## src/rtl/regfile_write_arbiter_pkg.sv

```systemverilog
// Shared widths and the write-back request type for the register file write arbiter.
package regfile_write_arbiter_pkg;
   localparam int DATA_W = 32;
   localparam int ADDR_W = 5;
   localparam logic [ADDR_W-1:0] REG_ZERO = '0;

   typedef struct packed {
      logic [ADDR_W-1:0] rd;
      logic [DATA_W-1:0] data;
   } wb_req_t;
endpackage

```

## src/rtl/regfile_write_arbiter_if.sv

```systemverilog
// Execute/memory/decode side bus of the write arbiter and its register file write port.
interface regfile_write_arbiter_if;
   import regfile_write_arbiter_pkg::*;

   logic              alu_valid;
   logic [ADDR_W-1:0] alu_rd;
   logic [DATA_W-1:0] alu_data;
   logic              alu_ready;
   logic              iss_valid;
   logic [ADDR_W-1:0] iss_rd;
   logic              mem_valid;
   logic [ADDR_W-1:0] mem_rd;
   logic [DATA_W-1:0] mem_data;
   logic              mem_ready;
   logic [ADDR_W-1:0] rs1;
   logic [ADDR_W-1:0] rs2;
   logic              raw_stall;
   logic              wr;
   logic [ADDR_W-1:0] Addr_Wr;
   logic [DATA_W-1:0] RESULT;

   modport master (
      output alu_valid, alu_rd, alu_data, iss_valid, iss_rd,
             mem_valid, mem_rd, mem_data, rs1, rs2,
      input  alu_ready, mem_ready, raw_stall, wr, Addr_Wr, RESULT
   );

   modport slave (
      input  alu_valid, alu_rd, alu_data, iss_valid, iss_rd,
             mem_valid, mem_rd, mem_data, rs1, rs2,
      output alu_ready, mem_ready, raw_stall, wr, Addr_Wr, RESULT
   );
endinterface

```

## src/rtl/regfile_write_arbiter_fifo.sv

```systemverilog
// Synchronous FIFO buffering long-latency write-back results; head is visible while not empty.
module wb_result_fifo
   import regfile_write_arbiter_pkg::*;
#(
   parameter int DEPTH = 4
) (
   input  logic    clk,
   input  logic    rst,
   input  logic    push,
   input  wb_req_t push_data,
   input  logic    pop,
   output wb_req_t head,
   output logic    full,
   output logic    empty
);
   localparam int PTR_W = $clog2(DEPTH);
   localparam int CNT_W = PTR_W + 1;

   wb_req_t            mem [DEPTH];
   logic [PTR_W-1:0]   wr_ptr;
   logic [PTR_W-1:0]   rd_ptr;
   logic [CNT_W-1:0]   count;
   logic               do_push;
   logic               do_pop;

   assign full    = (count == CNT_W'(DEPTH));
   assign empty   = (count == '0);
   assign do_push = push && !full;
   assign do_pop  = pop && !empty;
   assign head    = mem[rd_ptr];

   always_ff @(posedge clk) begin
      if (do_push) mem[wr_ptr] <= push_data;
   end

   // DEPTH is a power of two, so the pointers wrap naturally.
   always_ff @(posedge clk) begin
      if (rst) begin
         wr_ptr <= '0;
         rd_ptr <= '0;
         count  <= '0;
      end else begin
         if (do_push) wr_ptr <= wr_ptr + PTR_W'(1);
         if (do_pop)  rd_ptr <= rd_ptr + PTR_W'(1);
         case ({do_push, do_pop})
            2'b10:   count <= count + CNT_W'(1);
            2'b01:   count <= count - CNT_W'(1);
            default: count <= count;
         endcase
      end
   end
endmodule

```

## src/rtl/regfile_write_arbiter.sv

```systemverilog
// Single write port owner for the register file: arbitrates ALU vs. buffered long-latency
// results and tracks outstanding long-latency destinations for decode RAW stalls.
module regfile_write_arbiter
   import regfile_write_arbiter_pkg::*;
#(
   parameter int FIFO_DEP = 4
) (
   input logic                    clk,
   input logic                    rst,
   regfile_write_arbiter_if.slave bus
);
   localparam int NREG = 2 ** ADDR_W;

   wb_req_t           alu_req;
   wb_req_t           mem_req;
   wb_req_t           fifo_head;
   wb_req_t           sel_req;
   logic              fifo_full;
   logic              fifo_empty;
   logic              sel_fifo;
   logic              sel_alu;
   logic              sel_any;
   logic [NREG-1:0]   pending;
   logic [NREG-1:0]   pending_next;
   logic              wr_q;
   logic [ADDR_W-1:0] addr_q;
   logic [DATA_W-1:0] result_q;

   assign alu_req = '{rd: bus.alu_rd, data: bus.alu_data};
   assign mem_req = '{rd: bus.mem_rd, data: bus.mem_data};

   wb_result_fifo #(.DEPTH(FIFO_DEP)) u_fifo (
      .clk       (clk),
      .rst       (rst),
      .push      (bus.mem_valid),
      .push_data (mem_req),
      .pop       (sel_fifo),
      .head      (fifo_head),
      .full      (fifo_full),
      .empty     (fifo_empty)
   );

   // A full FIFO forces a drain so long-latency producers can never be starved by the ALU.
   always_comb begin
      sel_fifo = !fifo_empty && (fifo_full || !bus.alu_valid);
      sel_alu  = bus.alu_valid && !fifo_full;
      sel_any  = sel_fifo || sel_alu;
      sel_req  = sel_fifo ? fifo_head : alu_req;
   end

   // Issue-side set is applied after the retire-side clear so a same-cycle reissue stays pending.
   always_comb begin
      pending_next = pending;
      if (sel_fifo) pending_next[fifo_head.rd] = 1'b0;
      if (bus.iss_valid) pending_next[bus.iss_rd] = 1'b1;
      pending_next[REG_ZERO] = 1'b0;
   end

   always_ff @(posedge clk) begin
      if (rst) begin
         wr_q     <= 1'b0;
         addr_q   <= '0;
         result_q <= '0;
         pending  <= '0;
      end else begin
         pending <= pending_next;
         if (sel_any) begin
            wr_q     <= (sel_req.rd != REG_ZERO);
            addr_q   <= sel_req.rd;
            result_q <= sel_req.data;
         end else begin
            wr_q <= 1'b0;
         end
      end
   end

   assign bus.alu_ready = !fifo_full;
   assign bus.mem_ready = !fifo_full;
   assign bus.raw_stall = pending[bus.rs1] | pending[bus.rs2];
   assign bus.wr        = wr_q;
   assign bus.Addr_Wr   = addr_q;
   assign bus.RESULT    = result_q;
endmodule

```

## src/flat_wrapper.sv

```systemverilog
// flat-port wrapper written by rule: the top's interface ports become plain ports
module regfile_write_arbiter_flat import regfile_write_arbiter_pkg::*;
#(
   parameter int FIFO_DEP = 4
)
  (clk, rst, bus_alu_valid, bus_alu_rd, bus_alu_data, bus_iss_valid, bus_iss_rd, bus_mem_valid, bus_mem_rd, bus_mem_data, bus_rs1, bus_rs2, bus_alu_ready, bus_mem_ready, bus_raw_stall, bus_wr, bus_Addr_Wr, bus_RESULT);
  regfile_write_arbiter_if bus_i ();
  input logic clk;
  input logic rst;
  input wire logic [$bits(bus_i.alu_valid)-1:0] bus_alu_valid;
  input wire logic [$bits(bus_i.alu_rd)-1:0] bus_alu_rd;
  input wire logic [$bits(bus_i.alu_data)-1:0] bus_alu_data;
  input wire logic [$bits(bus_i.iss_valid)-1:0] bus_iss_valid;
  input wire logic [$bits(bus_i.iss_rd)-1:0] bus_iss_rd;
  input wire logic [$bits(bus_i.mem_valid)-1:0] bus_mem_valid;
  input wire logic [$bits(bus_i.mem_rd)-1:0] bus_mem_rd;
  input wire logic [$bits(bus_i.mem_data)-1:0] bus_mem_data;
  input wire logic [$bits(bus_i.rs1)-1:0] bus_rs1;
  input wire logic [$bits(bus_i.rs2)-1:0] bus_rs2;
  output wire logic [$bits(bus_i.alu_ready)-1:0] bus_alu_ready;
  output wire logic [$bits(bus_i.mem_ready)-1:0] bus_mem_ready;
  output wire logic [$bits(bus_i.raw_stall)-1:0] bus_raw_stall;
  output wire logic [$bits(bus_i.wr)-1:0] bus_wr;
  output wire logic [$bits(bus_i.Addr_Wr)-1:0] bus_Addr_Wr;
  output wire logic [$bits(bus_i.RESULT)-1:0] bus_RESULT;
  assign bus_i.alu_valid = bus_alu_valid;
  assign bus_i.alu_rd = bus_alu_rd;
  assign bus_i.alu_data = bus_alu_data;
  assign bus_i.iss_valid = bus_iss_valid;
  assign bus_i.iss_rd = bus_iss_rd;
  assign bus_i.mem_valid = bus_mem_valid;
  assign bus_i.mem_rd = bus_mem_rd;
  assign bus_i.mem_data = bus_mem_data;
  assign bus_i.rs1 = bus_rs1;
  assign bus_i.rs2 = bus_rs2;
  assign bus_alu_ready = bus_i.alu_ready;
  assign bus_mem_ready = bus_i.mem_ready;
  assign bus_raw_stall = bus_i.raw_stall;
  assign bus_wr = bus_i.wr;
  assign bus_Addr_Wr = bus_i.Addr_Wr;
  assign bus_RESULT = bus_i.RESULT;
  regfile_write_arbiter #(.FIFO_DEP(FIFO_DEP)) u_core (.clk(clk), .rst(rst), .bus(bus_i));
endmodule
```

## config.mk

```make
export PLATFORM = sky130hd
export DESIGN_NAME = regfile_write_arbiter_flat
export DESIGN_NICKNAME = d
export VERILOG_FILES = /design/src/rtl/regfile_write_arbiter_pkg.sv /design/src/rtl/regfile_write_arbiter_if.sv /design/src/rtl/regfile_write_arbiter_fifo.sv /design/src/rtl/regfile_write_arbiter.sv /design/src/flat_wrapper.sv
export SDC_FILE = /design/constraint.sdc
export NUM_CORES = 1
export LEC_CHECK = 0
export CAP_MARGIN = 20
export CORE_MARGIN = 2
export CORE_UTILIZATION = 40
export DETAILED_ROUTE_END_ITERATION = 8
export PLACE_DENSITY = 0.7
export SKIP_LAST_GASP = 1
export SYNTH_ARGS = -nofsm -noshare
export SYNTH_HDL_FRONTEND = slang
export SYNTH_SLANG_ARGS = --single-unit
```

## constraint.sdc

```tcl
create_clock -name clk -period 3.6 [get_ports clk]
set_input_delay 0.9 -clock clk [delete_from_list [all_inputs] [get_ports clk]]
set_output_delay 0.9 -clock clk [all_outputs]
set_load 0.005 [all_outputs]
```

==> qor.txt, run 1 <==
CTS hold repair buffers -> 0
area of the core -> 22800 sq um
max-slew violations -> 0
status -> finished, final reports clean
drt wl/cell -> 18.8 um
vias in the first global route -> 5953
htree depth -> 1
unrepaired setup endpoints after global routing -> no
initial core utilization -> 0.410
Post-synth EDFFs -> 148
Num CTS Buffers -> 24
ys async rst share -> 0
Final Critical Period -> 3.49 ns
Nets -> 876
Synthesized Nets -> 728
DIE WIDTH -> 157 um
Data required, critical path -> 2.70 ns
first-pass GRT wire length -> 32.7 mm
Clock Latency Late Sink -> 0.51 ns
Ys Warns -> 0
synth-to-layout area growth -> 27.9%
boundary pin count -> 135
share of post-route cells with drive strength above 1 -> 0.175
TritonCTS Sinks -> 226
worst setup path class -> in -> out
post-synth top area share -> 0.476
Final GP Congestion -> 0.833
DR vias/cell -> 5.27
Avg Cell Area, Syn -> 14.9 sq um
DIE HEIGHT -> 157 um
DR vias -> 5844
Worst setup SP type -> input pin
Worst EP arrival -> 2.59 ns
Hold Path Class -> reg -> reg
GRT Total Usage -> 0.171
I/O Buffers -> 134
Hold Violations, Final -> 0
antenna violations before repair -> 1
TritonCTS clock tree -> built
static leakage -> 4.05 nW
Slew @ Worst Pin -> 0.789 ns
Detail Route Antenna Nets -> 0
CP max stage delay -> 0.45 ns
final hold slack -> 0.492 ns
Final setup viols -> 0
Longest Clk Path Bufs -> 3
CP cell instances -> dlygate4sd2_1, mux4_2, mux2_2, a21oi_1, o211ai_1, clkdlybuf4s50_1
slowest CP cell -> clkdlybuf4s50_1
synthesized flop and latch total -> 226
post-synthesis instance total -> 628
synth unique cells -> 52
peak supply drop -> 0.000444 V
WP buf/inv -> 2
largest net degree at the start of global routing -> 74
# rows -> 55
endpoint class of the critical path -> output pin
grt ovf -> 0
Synth area leader -> edfxtp_1
Post-Syn Area -> 9330 sq um
PD cells -> 707 nW/um^2
top cells by area, synth -> edfxtp_1, dfxtp_1, mux4_2
Clock transition at path regs -> 0.06 ns
fill cell count -> 1909
Most used DFF post-synth -> edfxtp_1
DRC -> 0
Max Cap Violations -> 0
Final Cycle Share -> 0.971
sequential element share of the synthesized area -> 0.643
Slew HR -> 0.474
Max Fclk -> 286 MHz
TritonRoute pass-1 iters -> 4
Total Routed Length -> 20.8 mm
clock root buffer -> clkbuf_16
worst clock skew -> 0.0150 ns
DR iter-0 viols -> 378
Die ar. -> 24600 sq um
dpl hpwl -> 14.2 mm
critical-path maximum fanout -> 5
Pwr Total -> 8.45 mW
Crit path max-delay family -> buffers and inverters
==> per-layer routing <==
metal	vias to the layer above	wire length [um]	global-route usage
li1	2746	-	-
met1	2871	9190	0.233
met2	185	9840	0.279
met3	40	1300	0.0382
met4	2	442	0.0437
met5	-	13	0
==> repair_timing <==
action	4_1_cts	5_1_grt
setup endpoints to repair	1	1
gates resized for setup	10	11
setup buffers	0	0
==> power breakdown <==
group          leakage (nW)  internal [mW]  switching (mW)
registers              2.00           3.18           0.200
clock network         0.394           1.49           0.987
logic                  1.66           1.28            1.31
total                  4.05           5.95            2.49
==> stage by stage <==
step                      area (sq um)  setup slack [ns]  instances  utilization  setup TNS, ns
after detailed placement         11200            -0.350       1063        0.490         -0.350
after floorplan                   9330             0.398        628            -              0
after CTS                        12000           0.00712       1107        0.525              0
final                            11900             0.106       1108        0.524              0
after global routing             11900            0.0352       1107        0.524              0
after global placement           11200            -0.308       1063        0.490         -0.308
==> flip-flops by register name, summed over array words and instances (netlist names), named ones only <==
register	flops
u_core.pending	31
u_core.u_fifo.mem	148
u_core.u_fifo.rd_ptr	2
u_core.bus.wr	1
u_core.u_fifo.count	3
u_core.u_fifo.wr_ptr	2
u_core.bus.RESULT	32
u_core.bus.Addr_Wr	5
==> synth_stat cells (4+ instances only) <==
cell	n
a211oi_1	36
nand3_1	5
buf_2	8
mux4_2	50
clkbuf_1	24
nor2_1	55
dfxtp_1	78
nor2b_1	20
and3_1	4
o21ai_1	9
or3_1	4
mux2i_1	41
edfxtp_1	148
nand3b_1	12
o211ai_1	7
inv_1	14
nand2_1	19
ha_1	5
a21oi_1	9
o21ai_0	37
==> layout by cell type (no fill, tap or decap), types with 4 or more instances in the layout <==
cell	n
nand3_1	5
mux2i_1	41
or3_1	4
clkinv_2	6
o21ai_0	37
a211oi_1	36
nand3b_1	12
and3_2	4
ha_1	5
nor2b_1	20
a21oi_1	9
inv_1	14
clkdlybuf4s50_1	126
nand2_1	18
edfxtp_1	148
o211ai_1	7
dfxtp_1	76
clkbuf_1	6
o21ai_1	9
buf_4	18
nor2_1	54
mux4_2	50
buf_12	4
clkbuf_16	24
==> path summary, 6_finish.rpt <==
kind                        endpoint  cells past startpoint  slack (ns)                    start
min reg2reg  u_core.u_fifo.wr_ptr[1]                      2        0.49  u_core.u_fifo.wr_ptr[1]
max                    bus_raw_stall                      6        0.11               bus_rs1[1]
max reg2reg   u_core.u_fifo.count[2]                     10        1.25   u_core.u_fifo.count[0]
min          u_core.u_fifo.wr_ptr[1]                      2        0.49  u_core.u_fifo.wr_ptr[1]
==> layout make-up <==
cell class / instances / area [sq um] / area share
diodes: 1 / 2.50 / 0.000210
flip-flops and latches: 226 / 6010 / 0.503
repair buffers: 158 / 1550 / 0.130
multi-input cells: 352 / 3130 / 0.262
clock inverters: 12 / 153 / 0.0128
well taps: 313 / 392 / 0.0328
clock buffers: 32 / 651 / 0.0545
inverters: 14 / 52.6 / 0.00440
==> cells by family after synthesis <==
logic type	Yosys count	synth area share
DFF	226	0.643
and+or+nand+nor	136	0.0760
AOI/OAI and AO/OA	111	0.0763
muxes	94	0.168
buffers and inverters	50	0.0225
adders and majority gates	6	0.00885
xor gates and xnor gates	5	0.00469
==> worst register-to-register path, delay by kind of cell, from the launching register on <==
family / cells / cell delay [ns]
DFF: 1 / 0.37
buffers and inverters: 2 / 0.15
xor gates and xnor gates: 1 / 0.16
and+or+nand+nor: 4 / 0.93
AOI/OAI and AO/OA: 1 / 0.13
adders and majority gates: 2 / 0.55
(Power assumes the default switching activity.)
==> run 2: changes to the inputs <==
--- a/config.mk
+++ b/config.mk
@@ -8,6 +8,7 @@
 export CAP_MARGIN = 20
 export CORE_MARGIN = 2
 export CORE_UTILIZATION = 40
+export CTS_CLUSTER_DIAMETER = 50
 export DETAILED_ROUTE_END_ITERATION = 8
 export PLACE_DENSITY = 0.7
 export SKIP_LAST_GASP = 1
==> qor.txt, run 2 (synthesis gave the netlist of run 1 again) <==
status -> finished, final reports clean
TritonCTS Sinks -> 226 (unchanged)
RR Startpoint -> u_core.u_fifo.count[0]
register area -> 6010 sq um (unchanged)
Max Cap Violations -> 0 (unchanged)
share of post-route cells with drive strength above 1 -> 0.178 (+0.00333)
# rows -> 55 (unchanged)
TritonCTS clock tree -> built
worst clock skew -> 0.0195 ns (+0.00447 ns)
Setup TNS -> 0 ns (unchanged)
grt ovf -> 0 (unchanged)
Num CTS Buffers -> 26 (+8.3%)
antenna violations before repair -> 1 (unchanged)
boundary pin count -> 135 (unchanged)
final worst slack -> 0.0917 ns (-0.0138 ns)
most frequent cells in the layout -> edfxtp_1, clkdlybuf4s50_1, dfxtp_1
Hold Crit Start -> u_core.u_fifo.wr_ptr[1]
drt wl/cell -> 18.8 um (+0.27%)
PD cells -> 707 nW/um^2 (about the same)
fill cell count -> 1917 (+0.42%)
Clock transition at path regs -> 0.06 ns (about the same)
DR vias/cell -> 5.29 (+0.23%)
Clock Latency Late Sink -> 0.52 ns (about the same)
critical-path maximum fanout -> 5 (unchanged)
Nets -> 878 (+0.23%)
htree depth -> 1 (unchanged)
Final Cycle Share -> 0.975 (+0.00384)
Post-Place Worst Slack -> -0.350 ns (unchanged)
Die ar. -> 24600 sq um (unchanged)
Final setup viols -> 0 (unchanged)
Slew HR -> 0.469 (-0.00522)
max-slew violations -> 0 (unchanged)
Post-CTS Setup Repair Bufs -> 0 (unchanged)
peak supply drop -> 0.000381 V (-14%)
Data required, critical path -> 2.70 ns (about the same)
Hold Violations, Final -> 0 (unchanged)
synth-to-layout area growth -> 28.1% (about the same)
worst setup path class -> in -> out
DIE HEIGHT -> 157 um (unchanged)
DR vias -> 5868 (+0.41%)
post-layout util -> 0.525 (about the same)
DIE WIDTH -> 157 um (unchanged)
Final GP Congestion -> 0.833 (unchanged)
first-pass GRT wire length -> 32.7 mm (-0.13%)
endpoint class of the critical path -> output pin
Total Routed Length -> 20.9 mm (+0.45%)
static leakage -> 4.06 nW (+0.21%)
max reg flops -> 148 (unchanged)
largest net degree at the start of global routing -> 74 (unchanged)
final hold slack -> 0.492 ns (-0.000261 ns)
area of the core -> 22800 sq um (unchanged)
Worst setup SP type -> input pin
Hold Path Class -> reg -> reg
unrepaired setup endpoints after global routing -> no
clock root buffer -> clkbuf_16
DRC -> 0 (unchanged)
worst reg2reg setup slack -> 1.25 ns (about the same)
Worst Setup EP -> bus_raw_stall
GRT Total Usage -> 0.171 (about the same)
TritonRoute pass-1 iters -> 5 (+1)
Pwr Total -> 8.45 mW (about the same)
Reg2Reg Depth -> 10 (unchanged)
I/O Buffers -> 134 (unchanged)
CTS hold repair buffers -> 0 (unchanged)
Final Critical Period -> 3.51 ns (+0.0138 ns)
DR iter-0 viols -> 338 (-11%)
Longest Clk Path Bufs -> 3 (unchanged)
commonest non-fill, non-tap cell in the layout -> edfxtp_1
Slew @ Worst Pin -> 0.797 ns (+0.00783 ns)
vias in the first global route -> 5935 (-0.30%)
FF-to-FF End -> u_core.u_fifo.count[2]
dpl hpwl -> 14.2 mm (unchanged)
Crit. Startpoint -> bus_rs1[1]
Max Fclk -> 285 MHz (-0.39%)
Worst EP arrival -> 2.61 ns (+0.02 ns)
initial core utilization -> 0.410 (unchanged)
largest register by flop count -> u_core.u_fifo.mem
Multi-input gate area -> 3130 sq um (unchanged)
Detail Route Antenna Nets -> 0 (unchanged)
## run 2: cell count changes in the layout (fill, tap and decap cells not counted), sizes merged
cell and delta:
clkinvlp +1, clkbuf +1, clkinv -1, inv +3, bufinv -2
## run 2: area by class of cell
class                           instances  area share
Inverter                               14     0.00440
Clock buffer                           33      0.0592
Sequential cell                       226       0.503
Tap cell                              313      0.0328
Clock inverter                         13     0.00890
Antenna cell                            1    0.000209
Multi-Input combinational cell        352       0.262
Timing Repair Buffer                  158       0.130
## run 2: critical path, stage by stage
cell and delay [ns]:
dlygate4sd2_1 0.34, mux4_2 0.36, mux2_2 0.28, a21oi_1 0.16, o211ai_1 0.11, clkdlybuf4s50_1 0.45
## run 2: how the worst min path moves through the flow
stage	slack (ns)	end	cells past startpoint
after global routing	0.52	u_core.bus.RESULT[3]	2
after floorplan	0.46	u_core.pending[17]	2
final	0.49	u_core.u_fifo.wr_ptr[1]	2
after global placement	0.49	u_core.bus.RESULT[4]	2
after CTS	0.50	u_core.u_fifo.wr_ptr[1]	2
after detailed placement	0.49	u_core.bus.RESULT[10]	2
## run 2: what timing repair did
action,4_1_cts,5_1_grt
setup endpoints to repair,1,1
resized for setup,10,11
endpoints found under the hold margin,0,0
## run 2: per-layer routing
| metal | wire length (um) | track usage | vias to the layer above |
|---|---|---|---|
| met1 | 9130 | 0.232 | 2887 |
| met4 | 445 | 0.0437 | 2 |
| met5 | 11 | 0 | - |
| met3 | 1360 | 0.0399 | 40 |
| li1 | - | - | 2749 |
| met2 | 9920 | 0.280 | 190 |
## run 2: stage by stage
| step | std cells | area (sq um) |
|---|---|---|
| after CTS | 1109 | 12000 |
| after global placement | 1063 | 11200 |
| after detailed placement | 1063 | 11200 |
| after floorplan | 628 | 9330 |
| final | 1110 | 12000 |
| after global routing | 1109 | 12000 |
## run 2: power by group
group / internal, mW / switching, mW / leakage, nW
registers: 3.18 / 0.200 / 2.00
clock network: 1.47 / 1.02 / 0.403
logic: 1.28 / 1.30 / 1.66
==> run 3: changes to the inputs <==
--- a/config.mk
+++ b/config.mk
@@ -8,10 +8,11 @@
 export CAP_MARGIN = 20
 export CORE_MARGIN = 2
 export CORE_UTILIZATION = 40
-export CTS_CLUSTER_DIAMETER = 50
+export CTS_CLUSTER_DIAMETER = 150
 export DETAILED_ROUTE_END_ITERATION = 8
 export PLACE_DENSITY = 0.7
 export SKIP_LAST_GASP = 1
+export SLEW_MARGIN = 20
 export SYNTH_ARGS = -nofsm -noshare
 export SYNTH_HDL_FRONTEND = slang
 export SYNTH_SLANG_ARGS = --single-unit
==> results of run 3 <==
Same layout as run 1: the final DEF is identical, and so are final timing and power.
